===== src/rtl/pc_fetch_unit_if.sv =====
// pc_fetch_unit_if: instruction SRAM request/addr-ok/data-ok bus
interface pc_fetch_unit_if #(parameter int PC_WIDTH = 32);
  logic                inst_req;
  logic [PC_WIDTH-1:0] inst_addr;
  logic                inst_addr_ok;
  logic                inst_data_ok;
  logic [31:0]         inst_rdata;
  modport master(output inst_req, inst_addr, input inst_addr_ok, inst_data_ok, inst_rdata);
  modport slave(input inst_req, inst_addr, output inst_addr_ok, inst_data_ok, inst_rdata);
endinterface


===== src/rtl/pc_fetch_unit.sv =====
// pc_fetch_unit: next-PC generation and single-buffer instruction fetch front end
module pc_fetch_unit #(
  parameter int                  PC_WIDTH   = 32,
  parameter logic [PC_WIDTH-1:0] RESET_ADDR = PC_WIDTH'(32'hbfc00000),
  parameter logic [PC_WIDTH-1:0] EXC_ADDR   = PC_WIDTH'(32'hbfc00380),
  parameter bit                  DELAY_SLOT = 1'b1
) (
  input  logic                clk,
  input  logic                reset,
  input  logic                i_exception,
  input  logic                i_eret,
  input  logic [PC_WIDTH-1:0] i_epc,
  input  logic                i_br_valid,
  input  logic [PC_WIDTH-1:0] i_br_pc,
  input  logic                i_is_b,
  input  logic                i_is_j,
  input  logic                i_is_jr,
  input  logic [3:0]          i_b_type,
  input  logic [15:0]         i_b_offset,
  input  logic [25:0]         i_j_index,
  input  logic [PC_WIDTH-1:0] i_rs_data,
  input  logic [PC_WIDTH-1:0] i_rt_data,
  pc_fetch_unit_if.master     imem,
  output logic                o_fs_valid,
  output logic [PC_WIDTH-1:0] o_fs_pc,
  output logic [31:0]         o_fs_inst,
  input  logic                i_ds_allowin
);
  localparam logic [1:0] S_REQ = 2'd0, S_WAIT = 2'd1, S_HOLD = 2'd2;
  logic [1:0]          r_state;
  logic [PC_WIDTH-1:0] r_fetch_pc, r_issued_pc, r_pend_pc, r_fs_pc;
  logic                r_pend_valid, r_ds_pend, r_discard, r_fs_valid;
  logic [31:0]         r_fs_inst;
  logic                w_eq, w_neg, w_zero, w_cond, w_b_taken, w_taken, w_flush, w_accept;
  logic                w_data, w_take, w_handoff, w_outstanding, w_ds_new, w_pv, w_dp;
  logic [PC_WIDTH-1:0] w_seq_br, w_b_tgt, w_j_tgt, w_tgt, w_pp, w_next_pc;
  assign w_eq   = i_rs_data == i_rt_data;
  assign w_neg  = i_rs_data[PC_WIDTH-1];
  assign w_zero = ~|i_rs_data;
  assign w_cond = (i_b_type == 4'd0) ? ~w_eq :
                  (i_b_type == 4'd1) ? w_eq :
                  (i_b_type == 4'd2 || i_b_type == 4'd7) ? ~w_neg :
                  (i_b_type == 4'd3) ? ~w_neg & ~w_zero :
                  (i_b_type == 4'd4) ? w_neg | w_zero :
                  (i_b_type == 4'd5 || i_b_type == 4'd6) ? w_neg : 1'b0;
  assign w_seq_br  = i_br_pc + PC_WIDTH'(4);
  assign w_b_tgt   = w_seq_br + {{(PC_WIDTH-18){i_b_offset[15]}}, i_b_offset, 2'b00};
  assign w_j_tgt   = {w_seq_br[PC_WIDTH-1:28], i_j_index, 2'b00};
  assign w_b_taken = i_is_b & w_cond;
  assign w_taken   = i_br_valid & (w_b_taken | i_is_jr | i_is_j);
  assign w_tgt     = w_b_taken ? w_b_tgt : i_is_jr ? i_rs_data : w_j_tgt;
  assign w_flush   = i_exception | i_eret;
  assign w_accept  = (r_state == S_REQ) & imem.inst_addr_ok;
  assign w_data    = (r_state == S_WAIT) & imem.inst_data_ok;
  assign w_take    = w_data & ~r_discard;
  assign w_handoff = (r_state == S_HOLD) & r_fs_valid & i_ds_allowin;
  assign w_outstanding = w_accept | ((r_state == S_WAIT) & ~imem.inst_data_ok);
  // a redirect waits only while its delay slot has still to be requested
  assign w_ds_new  = DELAY_SLOT & (r_issued_pc == i_br_pc);
  assign w_pv      = w_taken | r_pend_valid;
  assign w_pp      = w_taken ? w_tgt : r_pend_pc;
  assign w_dp      = w_taken ? w_ds_new : r_ds_pend;
  assign w_next_pc = w_accept ? (w_pv ? w_pp : r_fetch_pc + PC_WIDTH'(4)) :
                     (w_pv & ~w_dp) ? w_pp : r_fetch_pc;
  assign imem.inst_req  = (r_state == S_REQ) & ~reset;
  assign imem.inst_addr = r_fetch_pc;
  assign o_fs_valid = r_fs_valid;
  assign o_fs_pc    = r_fs_pc;
  assign o_fs_inst  = r_fs_inst;
  always_ff @(posedge clk) begin
    if (reset) begin
      r_state      <= S_REQ;
      r_fetch_pc   <= RESET_ADDR;
      r_issued_pc  <= '0;
      r_pend_pc    <= '0;
      r_pend_valid <= 1'b0;
      r_ds_pend    <= 1'b0;
      r_discard    <= 1'b0;
      r_fs_valid   <= 1'b0;
      r_fs_pc      <= '0;
      r_fs_inst    <= '0;
    end else if (w_flush) begin
      r_fetch_pc   <= i_exception ? EXC_ADDR : i_epc;
      r_pend_valid <= 1'b0;
      r_ds_pend    <= 1'b0;
      r_fs_valid   <= 1'b0;
      r_discard    <= w_outstanding;
      r_state      <= w_outstanding ? S_WAIT : S_REQ;
      if (w_accept) r_issued_pc <= r_fetch_pc;
    end else begin
      r_fetch_pc   <= w_next_pc;
      r_pend_pc    <= w_pp;
      r_pend_valid <= w_pv & w_dp & ~w_accept;
      r_ds_pend    <= w_pv & w_dp & ~w_accept;
      r_discard    <= r_discard & ~w_data;
      r_fs_valid   <= w_take | (r_fs_valid & ~w_handoff);
      r_state      <= w_accept ? S_WAIT : w_take ? S_HOLD : (w_data | w_handoff) ? S_REQ : r_state;
      if (w_accept) r_issued_pc <= r_fetch_pc;
      if (w_take) r_fs_pc <= r_issued_pc;
      if (w_take) r_fs_inst <= imem.inst_rdata;
    end
  end
endmodule

===== src/flat_wrapper.sv =====
// flat-port wrapper written by rule: the top's interface ports become plain ports
module pc_fetch_unit_flat 
#(
  parameter int                  PC_WIDTH   = 32,
  parameter logic [PC_WIDTH-1:0] RESET_ADDR = PC_WIDTH'(32'hbfc00000),
  parameter logic [PC_WIDTH-1:0] EXC_ADDR   = PC_WIDTH'(32'hbfc00380),
  parameter bit                  DELAY_SLOT = 1'b1
)
  (clk, reset, i_exception, i_eret, i_epc, i_br_valid, i_br_pc, i_is_b, i_is_j, i_is_jr, i_b_type, i_b_offset, i_j_index, i_rs_data, i_rt_data, o_fs_valid, o_fs_pc, o_fs_inst, i_ds_allowin, imem_inst_req, imem_inst_addr, imem_inst_addr_ok, imem_inst_data_ok, imem_inst_rdata);
  pc_fetch_unit_if #(.PC_WIDTH(PC_WIDTH)) imem_i ();
  input  logic clk;
  input  logic reset;
  input  logic i_exception;
  input  logic i_eret;
  input  logic [PC_WIDTH-1:0] i_epc;
  input  logic i_br_valid;
  input  logic [PC_WIDTH-1:0] i_br_pc;
  input  logic i_is_b;
  input  logic i_is_j;
  input  logic i_is_jr;
  input  logic [3:0] i_b_type;
  input  logic [15:0] i_b_offset;
  input  logic [25:0] i_j_index;
  input  logic [PC_WIDTH-1:0] i_rs_data;
  input  logic [PC_WIDTH-1:0] i_rt_data;
  output logic o_fs_valid;
  output logic [PC_WIDTH-1:0] o_fs_pc;
  output logic [31:0] o_fs_inst;
  input  logic i_ds_allowin;
  output wire logic [$bits(imem_i.inst_req)-1:0] imem_inst_req;
  output wire logic [$bits(imem_i.inst_addr)-1:0] imem_inst_addr;
  input wire logic [$bits(imem_i.inst_addr_ok)-1:0] imem_inst_addr_ok;
  input wire logic [$bits(imem_i.inst_data_ok)-1:0] imem_inst_data_ok;
  input wire logic [$bits(imem_i.inst_rdata)-1:0] imem_inst_rdata;
  assign imem_inst_req = imem_i.inst_req;
  assign imem_inst_addr = imem_i.inst_addr;
  assign imem_i.inst_addr_ok = imem_inst_addr_ok;
  assign imem_i.inst_data_ok = imem_inst_data_ok;
  assign imem_i.inst_rdata = imem_inst_rdata;
  pc_fetch_unit #(.PC_WIDTH(PC_WIDTH), .RESET_ADDR(RESET_ADDR), .EXC_ADDR(EXC_ADDR), .DELAY_SLOT(DELAY_SLOT)) u_core (.clk(clk), .reset(reset), .i_exception(i_exception), .i_eret(i_eret), .i_epc(i_epc), .i_br_valid(i_br_valid), .i_br_pc(i_br_pc), .i_is_b(i_is_b), .i_is_j(i_is_j), .i_is_jr(i_is_jr), .i_b_type(i_b_type), .i_b_offset(i_b_offset), .i_j_index(i_j_index), .i_rs_data(i_rs_data), .i_rt_data(i_rt_data), .imem(imem_i), .o_fs_valid(o_fs_valid), .o_fs_pc(o_fs_pc), .o_fs_inst(o_fs_inst), .i_ds_allowin(i_ds_allowin));
endmodule

===== config.mk =====
export PLATFORM = sky130hd
export DESIGN_NAME = pc_fetch_unit_flat
export DESIGN_NICKNAME = d
export VERILOG_FILES = /design/src/rtl/pc_fetch_unit_if.sv /design/src/rtl/pc_fetch_unit.sv /design/src/flat_wrapper.sv
export SDC_FILE = /design/constraint.sdc
export NUM_CORES = 1
export LEC_CHECK = 0
export BUFFER_PORTS_ARGS = -buffer_cell sky130_fd_sc_hd__buf_2
export CORE_MARGIN = 8
export CORE_UTILIZATION = 48
export CTS_CLUSTER_SIZE = 30
export DETAILED_ROUTE_END_ITERATION = 10
export PLACE_DENSITY = 0.89
export REMOVE_ABC_BUFFERS = 1
export SETUP_SLACK_MARGIN = 0.15
export SLEW_MARGIN = 40
export SYNTH_ARGS = -nofsm -noshare
export SYNTH_HDL_FRONTEND = slang
export SYNTH_SLANG_ARGS = --single-unit
export TNS_END_PERCENT = 30

===== constraint.sdc =====
create_clock -name clk -period 4 [get_ports clk]
set_clock_uncertainty 0.05 [all_clocks]
set_input_delay 0.4 -clock clk [delete_from_list [all_inputs] [get_ports clk]]
set_output_delay 0.4 -clock clk [all_outputs]
set_load 0.05 [all_outputs]

### Yosys cells after proc, flatten, opt, wreduce, memory -nomap -nowiden

Index checks and enable logic that the tools add are counted.

* $add $sub $neg: 3
* bitwise gates (word level): 33
* shifts and indexed selects: 0
* div/mod/pow operators: 0
* reduce and logical (&&, ||, !) cells: 10
* equal/unequal tests: 11
* multipliers: 0
* muxes and demuxes: 21
* $lt $le $gt $ge: 0

Operators by type and width (count)
* $mux 32: 8
* $add 32x3->32 const B: 2
* $eq 32x32->1: 2
* $add 32x32->32: 1
* $reduce_or 32->1: 1
* $eq 4x3->1 const B: 4
* $and 1x1->1: 15
* $not 1->1: 10
* $mux 1: 9
* $eq 4x2->1 const B: 2
* $mux 2: 4
* $or 1x1->1: 8
* $eq 4x1->1 const B: 1
* $logic_not 4->1: 1
* $reduce_bool 4->1: 1
* $reduce_bool 3->1: 1
* $eq 2x1->1 const B: 1
* $eq 2x2->1 const B: 1
* $logic_not 2->1: 1
* $logic_or 1x1->1: 2
* $reduce_and 2->1: 1
* $reduce_or 2->1: 1
* $logic_not 1->1: 1

* latch bits: 0
* memory bits (writable): 0
* bits in read-only memories: 0
* logic and storage cells: 87
* memories kept: 0
* register bits after elaboration: 165

### Depth between registers and ports, before layout

Gate-level depths: netlist of the first run.

* depth after elaboration: 18
* depth in mapped cells: 16
* gate-level depth less buffers: 15

### Worst setup path before layout of the first run

OpenSTA, ideal clock, no wires.

* kind: input to register
* from: input i_br_pc[4]
* to: register u_core.r_fetch_pc[29], in the netlist u_core.imem.inst_addr[29]
* data arrival time: 3645 ps
* slack: 209 ps
* setup time: 95 ps
* stages on the path: 15
* required time: 3855 ps
* path through: clkbuf_1 > nand3_1 > nor4_4 > nand4_1 > or2_2 > xnor2_1 > ha_1 > nand2_1 > or3_1 > o311ai_1 > nand2_1 > nand4bb_1 > a31oi_1 > o221ai_1 > a221oi_1

* longest elaborated chain between the ends: 7

Ends and longest elaborated chain
* start: declaration: line flat_wrapper.sv:17 `input logic [PC_WIDTH-1:0] i_br_pc;`
* $add 32x3->32: line pc_fetch_unit.sv:46 `assign w_seq_br = i_br_pc + PC_WIDTH'(4);`
* $add 32x32->32 or $mux 32 (tied branches): line pc_fetch_unit.sv:47, pc_fetch_unit.sv:51
* $mux 32: line pc_fetch_unit.sv:51 `assign w_tgt = w_b_taken ? w_b_tgt : i_is_jr ? i_rs_data : w_j_tgt;`
* $mux 32: line pc_fetch_unit.sv:61 `assign w_pp = w_taken ? w_tgt : r_pend_pc;`
* $mux 32 (on tied branches): line pc_fetch_unit.sv:64, pc_fetch_unit.sv:63
* $mux 32: line pc_fetch_unit.sv:63 `assign w_next_pc = w_accept ? (w_pv ? w_pp : r_fetch_pc + PC_WIDTH'(4)) :`
* $mux 32: line pc_fetch_unit.sv:82 `end else if (w_flush) begin`
* end signal: assignment: line pc_fetch_unit.sv:83 `r_fetch_pc <= i_exception ? EXC_ADDR : i_epc;`
* end signal: assignment: line pc_fetch_unit.sv:91 `r_fetch_pc <= w_next_pc;`
* end: declaration: line pc_fetch_unit.sv:31 `logic [PC_WIDTH-1:0] r_fetch_pc, r_issued_pc, r_pend_pc, r_fs_pc;`

Parallel ways exist; a longest one is shown, timed or not. The select of a mux whose other input is x is not followed.
A chain may end at the register's enable or synchronous reset.

### Worst setup path in the final report of the first run

* from: input i_br_pc[2]
* to: register u_core.r_fetch_pc[31], in the netlist u_core.imem.inst_addr[31]

The elaborated chain is that of the path after synthesis.

==> impl_metrics.tcl, run 1 <==
set metrics [dict create \
    run_status "complete, no violations" \
    die_w_microns 167 \
    cts-hold-fix-buffers 0 \
    irDropWorstVdd_mv 0.261 \
    ant_nets 0 \
    drt_iter0_drc 1745 \
    num-nets-final 1999 \
    rsz0062_at_grt "true" \
    cts_sinks 165 \
    post-route-min-period_ns 3.63 \
    cts_root_buf "clkbuf_16" \
    synth_top_family_by_area "simple AND/OR/NAND/NOR gates" \
    drive_gt1_share_pct 24.8 \
    start_util_pct 48.5 \
    yosys.area_share.xor_xnor_pct 11.1 \
    htreeDepth 4 \
    dp.final_hpwl_microns 34500 \
    async_reset_ff_share_pct 0 \
    endpoint "u_core.imem.inst_addr[31]" \
    holdCritPathClass "input pin to flop" \
    antenna_found_initial 1 \
    io_buffers 314 \
    worst_hold_slack_ns 0.155 \
    synthSimpleGateAreaFrac_pct 24.2 \
    worst_skew_pair.late_latency_ns 0.43 \
    timing.final.hold_violations 0 \
    synth_flop_cell "dfxtp_1" \
    mostFrequentLayoutCell "buf_2" \
    yosysTopAreaCell "dfxtp_1" \
    p_leak_nw 5.51 \
    startpoint "i_br_pc[2]" \
    synth-edff-count 0 \
    boundaryPins 315 \
    reg2reg_from "u_core.imem.inst_addr[2]" \
    synth-seq-area-share_pct 30.4 \
    max_freq_mhz 276 \
    min_period_over_period_pct 90.6 \
    synth_top_area_share_pct 30.4 \
    die_height_microns 167 \
    synth_cell_types 86 \
    worst_pin_slew_ns 0.788 \
    drt_wl_total_microns 43800 \
    placed_cell_area_sq_um 12900 \
    maxCapViolCount 0 \
    finish.instance_area_sq_um 13500 \
    cp_max_fo 7 \
    grtUsageTotal_pct 30.1 \
    netlist_area_sq_um 10900 \
    cts_tree "done" \
    drc 0 \
    critical_path_class "input pin to flop" \
    synth_compound_area_share_pct 23.2 \
    synthMuxAreaShare_pct 2.92 \
    slew_violations 0 \
    gr-total-overflow 0 \
    synth-seq-cells 165 \
    worst-endpoint-arrival_ns 3.87 \
    syn_inst 1434 \
    areaGrowthSynthToFinish_pct 24.1 \
    clk_pin_slew_worst_paths_ns 0.06 \
    cts_buffer_depth 2 \
    p_per_area_nw_per_um2 344 \
    finalSetupViolCount 0 \
    die_area_sq_um 27700 \
    first_pass_iters 6 \
    grt_pass1_vias 12000 \
    ctsResizeCount 0 \
    syn_area_per_cell_sq_um 7.58 \
    synthAdderAreaFrac_pct 4.33 \
    avgRoutedWirePerCell_microns 21.5 \
    vias 12500 \
    via_per_inst 6.10 \
    place_congestion 1.01 \
    crit_path_end_kind "flop" \
    start_kind "input pin" \
    critPathRequiredTime_ns 4.25 \
    synth_area_leaders "dfxtp_1, nand2_1, xnor2_1, a21oi_1, ha_1" \
    cts_setup_buffers 0 \
    final_cell_mix "buf_2, nand2_1, a21oi_1" \
    cts_buffers 17 \
    r2r_end "u_core.imem.inst_addr[28]" \
    coreArea_sq_um 22400 \
    grt_start_max_net_pins 74 \
    relSlewSlack_pct 47.5 \
    r2r_slack_ns 1.18 \
    reg2reg_depth 10 \
    rows 55 \
    grt_pass1_wl_microns 66900 \
    finalPower_w 0.00464 \
    yosysWarnings 0 \
]
-- worst min-delay path by stage --
stage,cells after the start,endpoint,slack [ns],start
global route,3,u_core.o_fs_inst[29],0.15,imem_inst_rdata[29]
finish,3,u_core.o_fs_inst[23],0.16,imem_inst_rdata[23]
CTS,3,u_core.o_fs_inst[13],0.15,imem_inst_rdata[13]
detailed placement,2,u_core.o_fs_inst[4],0.39,u_core.o_fs_inst[4]
global placement,2,u_core.r_pend_pc[5],0.39,u_core.r_pend_pc[5]
floorplan,2,u_core.r_pend_pc[14],0.38,u_core.r_pend_pc[14]
-- state kept, by name, summed over array words and instances, names as in the netlist --
register and flops:
u_core.r_issued_pc 32, u_core.r_pend_pc 32, u_core.o_fs_valid 1, u_core.o_fs_inst 32, u_core.r_pend_valid 1, u_core.imem.inst_addr 32
u_core.r_state 2, u_core.r_discard 1, u_core.o_fs_pc 32
-- critical path, cell delays in order --
cell,delay [ns]
buf_2,0.14
ha_1,0.18
nand2_1,0.07
nor4_1,0.42
buf_4,0.20
and2_1,0.16
xor2_1,0.17
ha_1,0.26
buf_4,0.17
a211oi_1,0.22
o21ai_0,0.13
a211oi_1,0.30
o311ai_1,0.25
nand3_1,0.17
a31oi_1,0.10
mux2i_1,0.15
o311ai_0,0.30
a2bb2oi_1,0.11
-- synthesized netlist by cell type (10+ instances only) --
cell,n
mux2i_1,25
buf_2,10
nand2b_1,11
and2_1,10
nor3_1,24
nor2_1,81
a211oi_1,23
o211ai_1,13
o21a_1,12
dfxtp_1,165
o21ai_0,46
nor4_1,17
o31ai_1,12
clkbuf_1,51
nand4_1,34
a21oi_1,177
xnor2_1,107
nand3_1,32
inv_1,21
ha_1,36
a31oi_1,14
xor2_1,31
nand2_1,306
and3_1,13
-- per-layer routing --
metal,GRT usage [%],vias up,wire (microns)
met5,0,-,0
met4,14.9,0,2320
met3,8.09,156,4820
met2,48.3,790,19800
met1,36.7,5773,16900
li1,-,5751,-
-- kinds of logic after synthesis --
family,Yosys count
DFF,165
and+or+nand+nor,570
AOI/OAI and AO/OA,395
adders and majority gates,37
muxes,31
xor gates and xnor gates,138
buffers and inverters,98
-- report_power, final --
part,internal [W],switching [W],total (W)
combinational,0.000436,0.000747,0.00118
sequential,0.00170,0.0000858,0.00179
clock,0.00101,0.000663,0.00167
total,0.00315,0.00150,0.00464
-- final cells by class --
type | count | area [sq um]
Inverter | 22 | 82.6
Clock buffer | 22 | 464
Fill cell | 2034 | 8940
Timing Repair Buffer | 368 | 1980
Clock inverter | 9 | 128
Multi-Input combinational cell | 1171 | 7170
Tap cell | 285 | 357
Sequential cell | 165 | 3300
Antenna cell | 1 | 2.50
-- metrics by stage --
step / std cells / setup slack, ns / TNS [ns] / util (%)
final: 2043 / 0.374 / 0 / 60.1
after global routing: 2043 / 0.111 / 0 / 60.1
after CTS: 2042 / 0.359 / 0 / 60.1
after detailed placement: 2011 / -0.0635 / -0.100 / 57.4
after global placement: 2011 / 0.0362 / 0 / 57.4
after floorplan: 1358 / -2.09 / -133.66 / -
(Power assumes the default switching activity.)
==> run 2: changes to the inputs <==
--- a/config.mk
+++ b/config.mk
@@ -5,12 +5,13 @@
 export SDC_FILE = /design/constraint.sdc
 export NUM_CORES = 1
 export LEC_CHECK = 0
+export ABC_CLOCK_PERIOD_IN_PS = 4000
 export BUFFER_PORTS_ARGS = -buffer_cell sky130_fd_sc_hd__buf_2
 export CORE_MARGIN = 8
-export CORE_UTILIZATION = 48
+export CORE_UTILIZATION = 45
 export CTS_CLUSTER_SIZE = 30
 export DETAILED_ROUTE_END_ITERATION = 10
-export PLACE_DENSITY = 0.89
+export PLACE_DENSITY = 0.85
 export REMOVE_ABC_BUFFERS = 1
 export SETUP_SLACK_MARGIN = 0.15
 export SLEW_MARGIN = 40
==> run 2 against run 1 <==
Maximum frequency down 1.6%. Non-clock buffer count up 12. Sequential power about the same. Clock power down 5%. Sequential share of layout area down 0.32 points. Sequential cell count unchanged. Core utilization down 3.3 points. Register-to-register slack worse by 0.34 ns. Final cell count up 2.5%. Combinational power about the same.
==> impl_metrics.tcl, run 2 (same netlist as run 1, synthesis figures left out) <==
set metrics [dict create \
    drt_wl_total_microns 44000 \
    finalSetupViolCount 0 \
    cts_buffers 17 \
    critPathRequiredTime_ns 4.30 \
    cts_tree "done" \
    grtUsageTotal_pct 29.0 \
    finalPower_w 0.00457 \
    num-nets-final 2011 \
    maxCapViolCount 0 \
    die_height_microns 171 \
    crit_path_cell_trace "buf_2 -> nand4_2 -> nor3_2 -> nand3_1 -> xnor2_1 -> ha_1 -> a21oi_1 -> o21ai_0 -> a32o_1 -> o31ai_4 -> a2111oi_0 -> o41ai_1 -> xor2_1 -> a31o_1 -> a211oi_1" \
    rows 57 \
    irDropWorstVdd_mv 0.221 \
    io_buffers 314 \
    min_period_over_period_pct 92.1 \
    ant_nets 0 \
    fin_ws_ns 0.315 \
    drive_gt1_share_pct 25.8 \
    place_congestion 0.957 \
    worst-endpoint-arrival_ns 3.98 \
    cts-hold-fix-buffers 0 \
    grt_start_max_net_pins 69 \
    cp_max_fo 5 \
    vias 12300 \
    areaGrowthSynthToFinish_pct 25.7 \
    worst_pin_slew_ns 0.869 \
    rsz0062_at_grt "true" \
    p_per_area_nw_per_um2 335 \
    post-route-util_pct 56.9 \
    worst_skew_pair.late_latency_ns 0.43 \
    gr-total-overflow 0 \
    dp_cells 2062 \
    multiInputGateArea_sq_um 7220 \
    timing.final.hold_violations 0 \
    r2r_slack_ns 0.84 \
    grt_pass1_vias 11700 \
    grt_pass1_wl_microns 66200 \
    max_stage_delay_ns 0.44 \
    drt_iter0_drc 1555 \
    boundaryPins 315 \
    cts_sinks 165 \
    p_leak_nw 5.57 \
    crit_path_end_kind "flop" \
    slew_violations 0 \
    avgRoutedWirePerCell_microns 21.0 \
    start_kind "input pin" \
    crit_slowest_cell "o41ai_1" \
    cp_top_family "compound AO/OA/AOI/OAI gates" \
    htreeDepth 4 \
    coreArea_sq_um 24000 \
    post-route-min-period_ns 3.68 \
    cts_buffer_depth 2 \
    start_util_pct 45.2 \
    holdCritPathClass "input pin to flop" \
    cts_root_buf "clkbuf_16" \
    critical_path_class "input pin to flop" \
    dp.final_hpwl_microns 35000 \
    drc 0 \
    placed_cell_area_sq_um 13000 \
    die_area_sq_um 29400 \
    clk_pin_slew_worst_paths_ns 0.07 \
    timing.critical_path.buf_inv 1 \
    via_per_inst 5.89 \
    fillers 2269 \
    die_w_microns 171 \
    mostFrequentLayoutCell "buf_2" \
    first_pass_iters 5 \
    pre_cts_ws_ns -0.120 \
    fin_cells 2094 \
    run_status "complete, no violations" \
    relSlewSlack_pct 41.5 \
    antennaDiodeCount 0 \
    final_cell_mix "buf_2, nand2_1, a21oi_1" \
    finish.instance_area_sq_um 13700 \
    max_freq_mhz 271 \
    antenna_found_initial 1 \
    regArea_sq_um 3300 \
]
## run 2: final cells by class
| type | instances | share of cell area [%] |
|---|---|---|
| clock buffer | 21 | 3.44 |
| clock inverter | 11 | 0.751 |
| inverter | 22 | 0.604 |
| multi-input combinational | 1171 | 52.8 |
| sequential | 165 | 24.2 |
| tap | 324 | 2.97 |
| timing repair buffer | 380 | 15.2 |
## run 2: metrics by stage
stage                     hold slack [ns]  setup TNS (ns)
after floorplan                     0.376         -133.66
after global placement              0.388         -0.0356
after CTS                           0.138               0
after detailed placement            0.393          -0.261
after global routing                0.152               0
final                               0.153               0
## run 2: path summary, 6_finish.rpt
check,startpoint,to,depth (start not counted)
min reg2reg,u_core.o_fs_pc[31],u_core.o_fs_pc[31],2
max,i_br_pc[7],u_core.imem.inst_addr[30],15
max reg2reg,u_core.r_issued_pc[0],u_core.imem.inst_addr[27],9
min,imem_inst_rdata[27],u_core.o_fs_inst[27],3
## run 2: layer usage
metal  routed length [microns]  global-route usage (%)  share of wire (%)
met5                        10                       0              0.023
met4                      1590                    11.8                3.6
met3                      4550                    6.36                 10
met2                     20300                    46.6                 46
met1                     17600                    37.1                 40
## run 2: worst reg2reg max path, stage by stage (launching register included)
cell,delay (ns)
dfxtp_1,0.36
xnor2_1,0.38
nand4_1,0.15
nor4_1,0.77
a21oi_1,0.31
a2111oi_4,0.40
buf_4,0.22
inv_1,0.17
o21ai_0,0.19
a21oi_1,0.06
## run 2: where the power goes
part | total, W | internal, W | leakage [nW] | switching, W
Sequential | 0.00178 | 0.00170 | 1.34 | 0.0000825
Clock | 0.00158 | 0.000906 | 0.275 | 0.000676
Combinational | 0.00121 | 0.000447 | 3.96 | 0.000759
## run 2: timing repair
item                                    4_1_cts  5_1_grt
endpoints found under the setup margin        0        5
setup buffers                                 0        0
gates resized for setup                       0       10
==> run 3: changes to the inputs <==
--- a/config.mk
+++ b/config.mk
@@ -9,6 +9,7 @@
 export BUFFER_PORTS_ARGS = -buffer_cell sky130_fd_sc_hd__buf_2
 export CORE_MARGIN = 8
 export CORE_UTILIZATION = 45
+export CTS_BUF_LIST = sky130_fd_sc_hd__clkbuf_2
 export CTS_CLUSTER_SIZE = 30
 export DETAILED_ROUTE_END_ITERATION = 10
 export PLACE_DENSITY = 0.85
==> run 3 against run 2 <==
Largest cell class unchanged. Sequential cell count did not move. Die area did not move. Global-route usage rose by 0.34 points.
==> impl_metrics.tcl, run 3 (same netlist as run 1, synthesis figures left out) <==
set metrics [dict create \
    p_per_area_nw_per_um2 277 \
    areaGrowthSynthToFinish_pct 27.9 \
    irDropWorstVdd_mv 0.144 \
    cts-hold-fix-buffers 65 \
    finish.instance_area_sq_um 13900 \
    rsz0062_at_grt "false" \
    holdCritPathClass "input pin to flop" \
    pwr-share-comb_pct 32.5 \
    timing.final.hold_violations 0 \
    post-route-util_pct 57.9 \
    crit_slowest_cell "o31ai_1" \
    grtUsageTotal_pct 29.3 \
    run_status "complete, no violations" \
    worst-endpoint-arrival_ns 4.06 \
    drc 0 \
    cts_sinks 165 \
    io_buffers 314 \
    rows 57 \
    drive_gt1_share_pct 24.3 \
    post-route-min-period_ns 3.42 \
    vias 12700 \
    reg2reg_from "u_core.r_issued_pc[0]" \
    cts_root_buf "clkbuf_2" \
    switching_share_pct 37.4 \
    reg2reg_depth 10 \
    worstHoldPathCells 2 \
    ctsResizeCount 0 \
    cts_setup_buffers 0 \
    mostFrequentLayoutCell "buf_2" \
    critPathRequiredTime_ns 4.63 \
    clk_pin_slew_worst_paths_ns 0.26 \
    start_kind "input pin" \
    cts_tree "done" \
    pwr-share-clk_pct 21.1 \
    grt_start_max_net_pins 69 \
    startpoint "i_br_pc[7]" \
    antenna_found_initial 1 \
    drt_iter0_drc 1444 \
    first_pass_iters 5 \
    dp.final_hpwl_microns 35000 \
    power.share.sequential_pct 46.3 \
    worst_pin_slew_ns 0.833 \
    critical_path_class "input pin to flop" \
    cp_max_fo 5 \
    cts_buffers 17 \
    crit_path_end_kind "flop" \
    p_sw_w 0.00144 \
    power.internal_w 0.00241 \
    coreArea_sq_um 24000 \
    crit_path_cell_trace "buf_2 -> nand4_2 -> nor3_1 -> nand3_1 -> xnor2_1 -> ha_1 -> a21oi_1 -> o21ai_0 -> a32o_1 -> o31ai_1 -> a2111oi_0 -> o41ai_1 -> xor2_1 -> a31o_1 -> a211oi_1" \
    p_leak_nw 5.68 \
    avgRoutedWirePerCell_microns 20.7 \
    min_to "u_core.r_pend_pc[26]" \
    slew_violations 0 \
    htreeDepth 4 \
    placed_cell_area_sq_um 13000 \
    start_util_pct 45.2 \
    grt_pass1_vias 12200 \
    cts_buffer_depth 2 \
    regArea_sq_um 3300 \
    min_period_over_period_pct 85.6 \
    num-nets-final 2077 \
    worstHoldStart "i_br_valid" \
    drt_wl_total_microns 44800 \
    final_cell_mix "buf_2, nand2_1, a21oi_1" \
    grt_pass1_wl_microns 67300 \
    via_per_inst 5.88 \
    worst_skew_pair.late_latency_ns 0.74 \
    boundaryPins 315 \
    max_stage_delay_ns 0.39 \
    die_area_sq_um 29400 \
    pre_cts_ws_ns -0.120 \
    ant_nets 0 \
    die_w_microns 171 \
    maxCapViolCount 0 \
    r2r_slack_ns 0.75 \
    relSlewSlack_pct 44.0 \
    fin_ws_ns 0.577 \
    r2r_end "u_core.imem.inst_addr[8]" \
    finalSetupViolCount 0 \
    max_freq_mhz 292 \
    gr-total-overflow 0 \
    die_height_microns 171 \
    place_congestion 0.957 \
    fillers 2257 \
    multiInputGateArea_sq_um 7160 \
]
## run 3: cell types whose count changed in the layout (fill, tap and decap cells not counted), sizes merged
| cell | previous run | this run |
|---|---|---|
| dlygate4sd3 | 0 | 66 |
| clkbuf | 21 | 18 |
| clkinv | 8 | 11 |
| diode | 0 | 2 |
## run 3: critical path: cells and delay by family
family          cells  cell delay (ns)
simple gates        3             0.62
xor+xnor            2             0.37
buf+inv             1             0.11
fa+ha+maj           1             0.32
compound gates      8             2.24
## run 3: cell type report
type                            count  area share [%]
Sequential cell                   165            23.8
Inverter                           22           0.594
Clock buffer                       18           0.648
Multi-Input combinational cell   1171            51.5
Antenna cell                        2          0.0360
Tap cell                          324            2.91
Clock inverter                     14           0.819
Timing Repair Buffer              446            19.7
## run 3: power by group through the flow
stage	Sequential, W	Combinational (W)	Clock [W]
global route	0.00180	0.00134	0.000896
CTS	0.00178	0.00122	0.000827
finish	0.00179	0.00125	0.000816
floorplan	0.00188	0.000584	0
global placement	0.00181	0.00116	0
detailed placement	0.00182	0.00116	0
## run 3: how the worst max path moves through the flow
stage / to / slack (ns) / depth (start not counted)
2_1_floorplan: u_core.o_fs_inst[0] / -2.09 / 5
3_3_place_gp: u_core.imem.inst_addr[31] / -0.02 / 16
3_5_place_dp: u_core.imem.inst_addr[30] / -0.12 / 15
4_1_cts: u_core.imem.inst_addr[30] / 0.65 / 15
5_1_grt: u_core.imem.inst_addr[31] / 0.33 / 16
6_report: u_core.imem.inst_addr[30] / 0.58 / 15
## run 3: routing by layer
metal | part of all wire, % | routed length (microns) | up-vias | global-route usage [%]
met5 | 0 | 0 | - | 0
met4 | 4.1 | 1850 | 0 | 12.4
met3 | 9.4 | 4190 | 135 | 5.35
met2 | 46 | 20800 | 729 | 47.8
met1 | 40 | 17900 | 5923 | 37.5
li1 | - | - | 5920 | -
## run 3: per-stage QoR
step / power [W] / TNS, ns / cells / hold WS, ns
after floorplan: 0.00246 / -133.66 / 1358 / 0.376
after global placement: 0.00297 / -0.0356 / 2062 / 0.388
after detailed placement: 0.00298 / -0.261 / 2062 / 0.393
after CTS: 0.00383 / 0 / 2159 / 0.00447
after global routing: 0.00403 / 0 / 2161 / 0.0108
final: 0.00386 / 0 / 2162 / 0.0491
